File: src/rtl/audio_avg_filter.sv
// Moving-average noise filter for one audio channel.
// Each accepted sample is pre-scaled by 1/N and kept in a circular buffer.
// A running accumulator holds the sum of the last N scaled samples.
// Ports:
//   CLOCK_50   - sole clock, rising edge
//   reset_n    - asynchronous active-low reset
//   en         - sample strobe, one cycle per sample
//   flush      - synchronous clear of the window; wins over en
//   din        - signed input sample, sampled when en=1
//   dout       - signed filtered sample, registered, holds between updates
//   dout_valid - one-cycle pulse when dout has been updated
//   filled     - high once N samples are in the window since reset/flush
module audio_avg_filter #(
    parameter int unsigned DATA_WIDTH = 24,
    parameter int unsigned LOG2_N     = 3
) (
    input  logic                  CLOCK_50,
    input  logic                  reset_n,
    input  logic                  en,
    input  logic                  flush,
    input  logic [DATA_WIDTH-1:0] din,
    output logic [DATA_WIDTH-1:0] dout,
    output logic                  dout_valid,
    output logic                  filled
);

    localparam int unsigned N     = 1 << LOG2_N;
    localparam int unsigned CNT_W = LOG2_N + 1;
    localparam int unsigned ACC_W = DATA_WIDTH + 1;

    typedef enum logic [1:0] {
        EMPTY,
        FILL,
        FULL
    } state_t;

    state_t                  state_q, state_d;
    logic [CNT_W-1:0]        cnt_q, cnt_d;
    logic [LOG2_N-1:0]       wptr_q, wptr_d;
    logic signed [ACC_W-1:0] acc_q, acc_d;
    logic signed [ACC_W-1:0] acc_sum;
    logic [DATA_WIDTH-1:0]   dout_d;
    logic                    valid_d;
    logic                    filled_d;
    logic                    accept;

    logic signed [DATA_WIDTH-1:0] sample_buf [N];
    logic signed [DATA_WIDTH-1:0] scaled;
    logic signed [DATA_WIDTH-1:0] oldest;

    // Flush discards a coincident sample.
    assign accept = en & ~flush;

    // Arithmetic shift floors toward minus infinity.
    assign scaled = $signed(din) >>> LOG2_N;
    assign oldest = sample_buf[wptr_q];

    // Add newest, evict oldest; the extra bit absorbs the intermediate value.
    assign acc_sum = acc_q + {scaled[DATA_WIDTH-1], scaled} - {oldest[DATA_WIDTH-1], oldest};

    // Next-state and output logic.
    always_comb begin
        state_d  = state_q;
        cnt_d    = cnt_q;
        wptr_d   = wptr_q;
        acc_d    = acc_q;
        dout_d   = dout;
        valid_d  = 1'b0;

        if (flush) begin
            state_d = EMPTY;
            cnt_d   = '0;
            wptr_d  = '0;
            acc_d   = '0;
            dout_d  = '0;
        end else if (accept) begin
            wptr_d  = wptr_q + LOG2_N'(1);
            acc_d   = acc_sum;
            dout_d  = acc_sum[DATA_WIDTH-1:0];
            valid_d = 1'b1;
            case (state_q)
                EMPTY, FILL: begin
                    cnt_d   = cnt_q + CNT_W'(1);
                    state_d = (cnt_d == CNT_W'(N)) ? FULL : FILL;
                end
                default: ;
            endcase
        end

        filled_d = (state_d == FULL);
    end

    // State and output registers.
    always_ff @(posedge CLOCK_50 or negedge reset_n) begin
        if (!reset_n) begin
            state_q    <= EMPTY;
            cnt_q      <= '0;
            wptr_q     <= '0;
            acc_q      <= '0;
            dout       <= '0;
            dout_valid <= 1'b0;
            filled     <= 1'b0;
        end else begin
            state_q    <= state_d;
            cnt_q      <= cnt_d;
            wptr_q     <= wptr_d;
            acc_q      <= acc_d;
            dout       <= dout_d;
            dout_valid <= valid_d;
            filled     <= filled_d;
        end
    end

    // Window storage; entries start at zero so filling is zero-padded.
    always_ff @(posedge CLOCK_50 or negedge reset_n) begin
        if (!reset_n) begin
            for (int i = 0; i < int'(N); i++) sample_buf[i] <= '0;
        end else if (flush) begin
            for (int i = 0; i < int'(N); i++) sample_buf[i] <= '0;
        end else if (accept) begin
            sample_buf[wptr_q] <= scaled;
        end
    end

endmodule

File: config.mk
export PLATFORM = sky130hd
export DESIGN_NAME = audio_avg_filter
export DESIGN_NICKNAME = d
export VERILOG_FILES = /design/src/rtl/audio_avg_filter.sv
export SDC_FILE = /design/constraint.sdc
export NUM_CORES = 1
export LEC_CHECK = 0
export CORE_MARGIN = 2
export CORE_UTILIZATION = 45
export CTS_CLUSTER_SIZE = 28
export DETAILED_ROUTE_END_ITERATION = 10
export PLACE_DENSITY_LB_ADDON = 0.25
export SLEW_MARGIN = 20
export SYNTH_ARGS = -nofsm -noshare
export SYNTH_HDL_FRONTEND = slang
export SYNTH_SLANG_ARGS = --single-unit
export TNS_END_PERCENT = 20
File: constraint.sdc
create_clock -name CLOCK_50 -period 9.78 [get_ports CLOCK_50]
set_input_delay 1.956 -clock CLOCK_50 [delete_from_list [all_inputs] [get_ports CLOCK_50]]
set_output_delay 1.956 -clock CLOCK_50 [all_outputs]
set_load 0.01 [all_outputs]
Word-level counts from Yosys, hierarchy flattened. Index checks and enable logic that the tools add are counted.

Muxes and demuxes: 23. $add $sub $neg: 4. Reductions and logical operators: 6. Equal/unequal tests: 3. $lt $le $gt $ge: 2. Bitwise logic cells: 3.

Operator list (count): 192-bit 2-to-1 mux (2); 192-bit bitwise mux (1); 24-bit 2-to-1 mux (5); 24-bit binary-select mux with 3-bit select (1); 24-bit demux with 3-bit select (1); 25-bit 2-to-1 mux (2); 25-bit adder (1); 25-bit subtractor (1); 4-bit 2-to-1 mux (3); 2-bit 2-to-1 mux (4); 3-bit 2-to-1 mux (2); 4-bit by 1-bit adder with 4-bit output (second input constant) (1); 4-bit equality test (second input constant) (1); 4-bit >= comparator (second input constant) (1); 4-bit by 1-bit less-than comparator with 1-bit output (second input constant) (1); 3-bit inverter with 4-bit output (1); 2-bit nonzero test (2); 3-bit by 1-bit adder with 3-bit output (second input constant) (1); 2-bit by 1-bit equality test with 1-bit output (second input constant) (1); 2-bit equality test (second input constant) (1); 2-bit logical NOT (1); 1-bit 2-to-1 mux (2); 2-bit AND reduction (1); 2-bit OR reduction (1); 3 further kinds (3).

Register bits: 252. Input port bits: 28. Word-level logic and storage cells: 56.

Logic depth before layout (Yosys ltp). Gate-level depths: netlist of run 1.

Depth in word-level cells: 8. Gate-level depth with buffers: 18. Gate-level depth less buffers: 16.

Worst setup path before layout of run 1. Ideal clock, no wire load.

Path kind: input port to flip-flop. Start: input port din[4]. End: register dout[20]. Setup slack: 5.261 ns. Buffers on the path: 1. Library setup time: 0.126 ns. Stages: 11. Data arrival time: 4.393 ns. Cell sequence: clkbuf_1 -> inv_1 -> fa_1 -> fa_1 -> nor2b_4 -> o31a_4 -> o21ai_4 -> a21oi_2 -> o21ai_2 -> o2111a_1 -> a311o_1.

Cells in the longest elaborated chain, start to end: 4.

RTL lines: start: declaration (line 21) `input logic [DATA_WIDTH-1:0] din,`; 25-bit adder (line 59) `assign acc_sum = acc_q + {scaled[DATA_WIDTH-1], scaled} - {oldest[DATA_WIDTH-1], oldest};`; 25-bit subtractor (line 59); 24-bit 2-to-1 mux (line 76) `end else if (accept) begin`; 24-bit 2-to-1 mux (line 70) `if (flush) begin`; end signal: assignment (line 108) `dout <= dout_d;`; end: declaration (line 22) `output logic [DATA_WIDTH-1:0] dout,`.

No other way between the ends. The select of a mux whose other input is x is not followed. A chain may end at the register's enable or synchronous reset.

Worst setup path in the final report of run 1.
Start: input port din[11]. End: register acc_q[23].

Cells in the longest elaborated chain, start to end: 4.

RTL lines: 25-bit adder (line 59); 25-bit subtractor (line 59); 25-bit 2-to-1 mux (line 76); 25-bit 2-to-1 mux (line 70); end signal: assignment (line 99) `acc_q <= '0;`; end signal: assignment (line 107) `acc_q <= acc_d;`; end: declaration (line 40) `logic signed [ACC_W-1:0] acc_q, acc_d;`.

No other way between the ends. The select of a mux whose other input is x is not followed.

==> impl_results.md, run 1 <==
* Slew headroom at 0.204
* Synth Area in Compound Gates at 0.194
* Critical Path AT at 5120 ps
* PortBufs at 50
* Vias in the first global route at 9089
* # IOs at 54
* Final Max Slew Viols at 0
* Slew @ Worst Pin at 1190 ps
* DR pass1 iterations at 7
* Multiplexer share of the synthesized area at 0.0100
* Synth async-reset ratio at 1.00
* RSZ-0062 raised after global routing: no
* Static Leak at 5.35 nW
* Full die area at 26000 µm²
* #FFs+latches synth at 203
* Combinational family with the most area after synthesis: compound AO/OA/AOI/OAI gates
* Synth Area in Simple Gates at 0.178
* CTS sink cnt at 203
* Largest net degree at the start of global routing at 132
* DRC errors left at 0
* Num CTS Buffers at 23
* Pwr per Cell Area at 222 nW/µm²
* Worst min-delay path startpoint: state_q[1]
* Via count at 9312
* DIE WIDTH at 161 µm
* CP required at 10140 ps
* Worst setup SP type: primary input
* CP endpoint kind: register
* Post-cts hold buffer count at 0
* GR Util All Layers at 0.247
* Core Footprint at 24200 µm²
* Die height at 161 µm
* Routability cong. at 0.831
* Min-Delay Path Class: register to register
* Routed wire length at 31800 µm
* Seq/Total Area, Yosys at 0.457
* WL/cell at 19.5 µm
* WHS at 509 ps
* Yosys top cell area share at 0.457
* CTS tree: built
* Syn_nets at 1389
* Congestion Overflow GR at 0
* Area contributors post-synth: dfrtp_1 (46%), nand2_1 (13%), a21oi_1 (8.6%)
* Worst Path Max Fanout at 9
* Fin nets at 1372
* Yosys cell types at 60
* Main flop type after synthesis: dfrtp_1
* Initial Util at 0.458
* Initial antenna violation count at 0
* Reg-to-reg startpoint: wptr_q[0]
* Yosys top cell by area: dfrtp_1
* Yosys warns at 0
* Post_cts resized at 0
* Non-filler cells, final at 1634
* Status: finished clean
* Max-cap violations at 0
* Synth Area in XOR/XNOR at 0.0181
* Area Overhead vs Synth at 12.4%
* Clk pin slew, worst setup/hold paths at 60 ps
* Critical path class: primary input to register
* Final Cycle Share at 0.487
* First-iteration detailed-routing DRC count at 1074
* Filler Cells Inserted at 2252
* Post-synthesis adder-cell area fraction at 0.0718
* Post-CTS Setup Bufs at 0
* Layout cells sized above 1 at 0.0618
* Synthesized cell area at 11100 µm²
* Post-route minimum period at 4760 ps
* Post-Place Cells at 1593
* # rows at 57
* # diodes at 0
* Endpoints failing setup at 0
* Final total power at 0.00277 W
* Final Skew at 15.2 ps
* Clock Latency Late Sink at 530 ps
* Clk root buf: clkbuf_16
* Longest Clk Path Bufs at 3
* Peak supply drop at 0.000122 V
* Setup tns final at 0 ps
* DR vias/cell at 5.70
* Post-synthesis average cell area at 8.47 µm²
* ANT nets after route at 0
* Dpl hpwl at 19400 µm
* Final hold violations at 0
* H-tree lvl count at 1
* First-pass GRT wire length at 50600 µm
* Fmax at 210 MHz
* Critical path startpoint: din[11]
* Post-Synthesis Cells at 1311
* EDFF count, synth at 0
## through the flow
stage / utilization / area [µm²] / worst slack (ps)
detailed placement: 0.483 / 11700 / 4570
global placement: 0.483 / 11700 / 4570
floorplan: - / 11100 / 5260
global route: 0.515 / 12500 / 4870
finish: 0.515 / 12500 / 5020
CTS: 0.515 / 12500 / 5100
## layout by cell type (no fill, tap or decap), drive strengths merged, types with 5 or more instances in the layout
master / instances
a211oi: 7
a21o: 5
a21oi: 196
a22oi: 84
and2: 10
and3: 6
buf: 18
clkbuf: 33
clkdlybuf4s50: 47
dfrtp: 203
fa: 23
ha: 27
inv: 94
mux2i: 10
nand2: 370
nand2b: 7
nand3: 5
nand4: 22
nor2: 33
nor2b: 5
nor3: 7
nor3b: 5
o21a: 6
o21ai: 20
xnor2: 13
xor2: 10
## power breakdown
part,leakage [nW],switching (W),internal (W)
Clock,0.372,0.000358,0.000512
Sequential,2.80,0.0000410,0.000889
Combinational,2.18,0.000562,0.000410
## path summary, 6_finish.rpt
path / endpoint / slack [ps] / depth (start not counted)
worst max-delay path: acc_q[23] / 5020 / 11
worst min-delay path: state_q[1] / 510 / 2
worst max register to register: dout[22] / 5290 / 16
worst min register to register: state_q[1] / 510 / 2
max in group asynchronous: filled / 6650 / 2
min in group asynchronous: sample_buf[121] / 1570 / 1
## area by class of cell
type / instances / area [µm²] / share of cell area
Multi-Input combinational cell: 908 / 5280 / 0.423
Sequential cell: 203 / 5080 / 0.407
Clock buffer: 33 / 683 / 0.0547
Timing Repair Buffer: 65 / 614 / 0.0492
Tap cell: 324 / 405 / 0.0325
Inverter: 93 / 349 / 0.0280
Clock inverter: 8 / 77.6 / 0.00621
## flip-flops by register name, indices dropped and copies added (netlist names)
signal,cells
acc_q,1
wptr_q,3
cnt_q,4
sample_buf,168
dout,23
state_q,2
dout_valid,1
filled,1
## cell families after synthesis
family / count (synthesis)
compound gates: 348
xor+xnor: 23
fa+ha+maj: 50
buf+inv: 200
flops: 203
mux: 11
simple gates: 476
## cell usage after synthesis (5+ instances only)
cell type,number
nand4_1,22
ha_1,27
nand2_1,370
and3_1,6
a21oi_1,192
nand3_1,5
clkbuf_1,87
and2_1,9
xnor2_1,13
nor3b_1,5
nor3_1,7
fa_1,23
nand2b_1,7
o21ai_0,13
inv_1,93
a22oi_1,84
buf_2,18
xor2_1,10
dfrtp_1,203
a21o_1,5
o21a_1,5
nor2_1,33
o21ai_1,5
mux2i_1,10
## critical path: stages
cell and delay, ps:
clkdlybuf4s50_1 710, inv_1 180, fa_1 550, inv_1 40, ha_1 400, and3_1 250
o2111ai_2 210, a21oi_2 320, mux2i_1 280, a21o_1 160, a21oi_2 50
## metal layers
layer / global-route usage / part of all wire / wire [µm]
met1: 0.352 / 0.45 / 14300
met2: 0.396 / 0.46 / 14800
met3: 0.0372 / 0.066 / 2090
met4: 0.0690 / 0.022 / 685
met5: 0 / 0 / 0
Power figures use the tool's default switching activity.
==> inputs of run 2 (changes only) <==
==> constraint.sdc (replaced) <==
create_clock -name CLOCK_50 -period 4.32 [get_ports CLOCK_50]
set_input_delay 0.864 -clock CLOCK_50 [delete_from_list [all_inputs] [get_ports CLOCK_50]]
set_output_delay 0.864 -clock CLOCK_50 [all_outputs]
set_load 0.01 [all_outputs]
==> impl_results.md, run 2 (same netlist as run 1, synthesis figures left out) <==
* Status: finished clean
* # diodes at 0
* Peak supply drop at 0.000312 V
* Longest Clk Path Bufs at 3
* DR pass1 iterations at 5
* DR vias/cell at 5.70
* Global routing usage on met2 at 0.400
* Via count at 9508
* Post-Place Cells at 1623
* Critical Path AT at 4300 ps
* Endpoints failing setup at 0
* RSZ-0062 raised after global routing: no
* Setup tns final at 0 ps
* Worst Path Max Fanout at 10
* Post-Place Setup Slack at 271 ps
* Final Max Slew Viols at 0
* Fin worst setup slack at 389 ps
* First-iteration detailed-routing DRC count at 1089
* Worst setup SP type: register
* Area Overhead vs Synth at 16.3%
* ANT nets after route at 0
* Min-Delay Path Class: primary input to async pin
* Post-route minimum period at 3930 ps
* Clk root buf: clkbuf_16
* Layout cells sized above 1 at 0.0886
* Pwr per Cell Area at 514 nW/µm²
* Initial Util at 0.458
* Post-DP Area at 12000 µm²
* Max-cap violations at 0
* Largest net degree at the start of global routing at 114
* Top Registers: sample_buf x168, dout x23, cnt_q x4
* Die height at 161 µm
* Design Area, Final at 12900 µm²
* # IOs at 54
* Crit path max-delay cell type: and3b_1
* CP endpoint kind: register
* Fmax at 254 MHz
* Filler Cells Inserted at 2194
* M1 GR Usage at 0.367
* Commonest non-fill, non-tap cells in the layout: nand2_1 (368), dfrtp_1 (202), a21oi_1 (192), inv_1 (93), a22oi_1 (84)
* Full die area at 26000 µm²
* Post-cts hold buffer count at 0
* Clk pin slew, worst setup/hold paths at 60 ps
* Routability cong. at 0.866
* GR Util All Layers at 0.256
* Largest Register: sample_buf
* Final hold violations at 0
* Vias in the first global route at 9299
* Commonest non-fill, non-tap cell in the layout: nand2_1
* Congestion Overflow GR at 0
* Critical path class: register to register
* Slew headroom at 0.237
* Slew @ Worst Pin at 1140 ps
* DRC errors left at 0
* Met3 usage at 0.0403
* Num CTS Buffers at 24
* Fin nets at 1403
* Dpl hpwl at 19900 µm
* Static Leak at 5.58 nW
* Grt peak-use layer: met2
* DIE WIDTH at 161 µm
* # rows at 57
* Non-filler cells, final at 1667
* WL/cell at 19.5 µm
* CTS sink cnt at 203
* Final Skew at 12.6 ps
* Worst-path cell chain: and3b_1 -> buf_4 -> a22oi_1 -> and4_1 -> inv_1 -> fa_1 -> inv_1 -> ha_1 -> a21oi_1 -> o21ai_0 -> a21oi_1 -> nor2_1 -> o21ai_0 -> a21o_1 -> a21oi_2
* Clock Latency Late Sink at 520 ps
* First-pass GRT wire length at 52300 µm
* PortBufs at 50
* Core Footprint at 24200 µm²
* Final Cycle Share at 0.910
* H-tree lvl count at 1
* Initial antenna violation count at 0
* CP peak stage delay at 600 ps
* Routed wire length at 32600 µm
* Max reg flops at 168
* CP required at 4690 ps
* CTS tree: built
==> run 2: changes by cell type in the layout (fill, tap and decap cells not counted) <==
cell,before,now
and3_1,6,5
and3_2,0,1
buf_12,0,5
buf_4,15,40
buf_8,1,0
bufinv_16,1,5
clkbuf_1,3,2
clkbuf_16,23,25
dfrtp_1,203,202
dfrtp_2,0,1
inv_6,1,0
nand2_1,370,368
nand2_2,0,2
==> run 2: power breakdown <==
part,internal [W],switching [W],leakage (nW)
Sequential,0.00201,0.0000920,2.80
Combinational,0.000956,0.00130,2.34
Clock,0.00145,0.000828,0.440
Total,0.00442,0.00222,5.58
==> run 2: layout make-up <==
cell class | count | area, µm² | area share
tap | 324 | 405 | 0.0314
multi-input combinational | 908 | 5290 | 0.409
timing repair buffer | 95 | 901 | 0.0697
inverter | 93 | 349 | 0.0270
clock inverter | 11 | 189 | 0.0146
sequential | 203 | 5080 | 0.393
clock buffer | 33 | 716 | 0.0554
==> run 2: worst paths after layout <==
check                           from         endpoint  slack, ps  cells after the start
setup / recovery           wptr_q[0]        acc_q[23]        390                     15
hold / removal               reset_n   sample_buf[26]        400                      1
setup reg to reg           wptr_q[0]        acc_q[23]        390                     15
hold reg to reg             dout[13]         dout[13]        510                      2
max in group asynchronous    reset_n  sample_buf[139]       2920                      2
min in group CLOCK_50       dout[13]         dout[13]        510                      2
==> run 2: layer usage <==
metal	vias to the layer above	part of all wire
met5	-	0
met4	0	0.026
met3	80	0.081
met2	394	0.45
met1	4639	0.44
li1	4395	-
==> run 2: what timing repair did <==
item / 4_1_cts / 5_1_grt
gates resized for setup: 0 / 2
endpoints found under the hold margin: 0 / 0
endpoints found under the setup margin: 0 / 1
setup buffers: 0 / 0
==> run 2: through the flow <==
| step | util | power [W] | hold WS, ps |
|---|---|---|---|
| floorplan | - | 0.00373 | 475 |
| global placement | 0.495 | 0.00434 | 493 |
| detailed placement | 0.495 | 0.00437 | 500 |
| CTS | 0.533 | 0.00666 | 431 |
| global route | 0.533 | 0.00703 | 449 |
| finish | 0.533 | 0.00664 | 399 |
==> run 2: critical path, delay by kind of cell, from the launching register on <==
kind / cells / cell delay (ps)
AO/OA/AOI/OAI: 7 / 1090
AND/OR/NAND/NOR: 3 / 930
adder cells (fa/ha/maj): 2 / 720
buffers and inverters: 3 / 540
flip-flops: 1 / 480
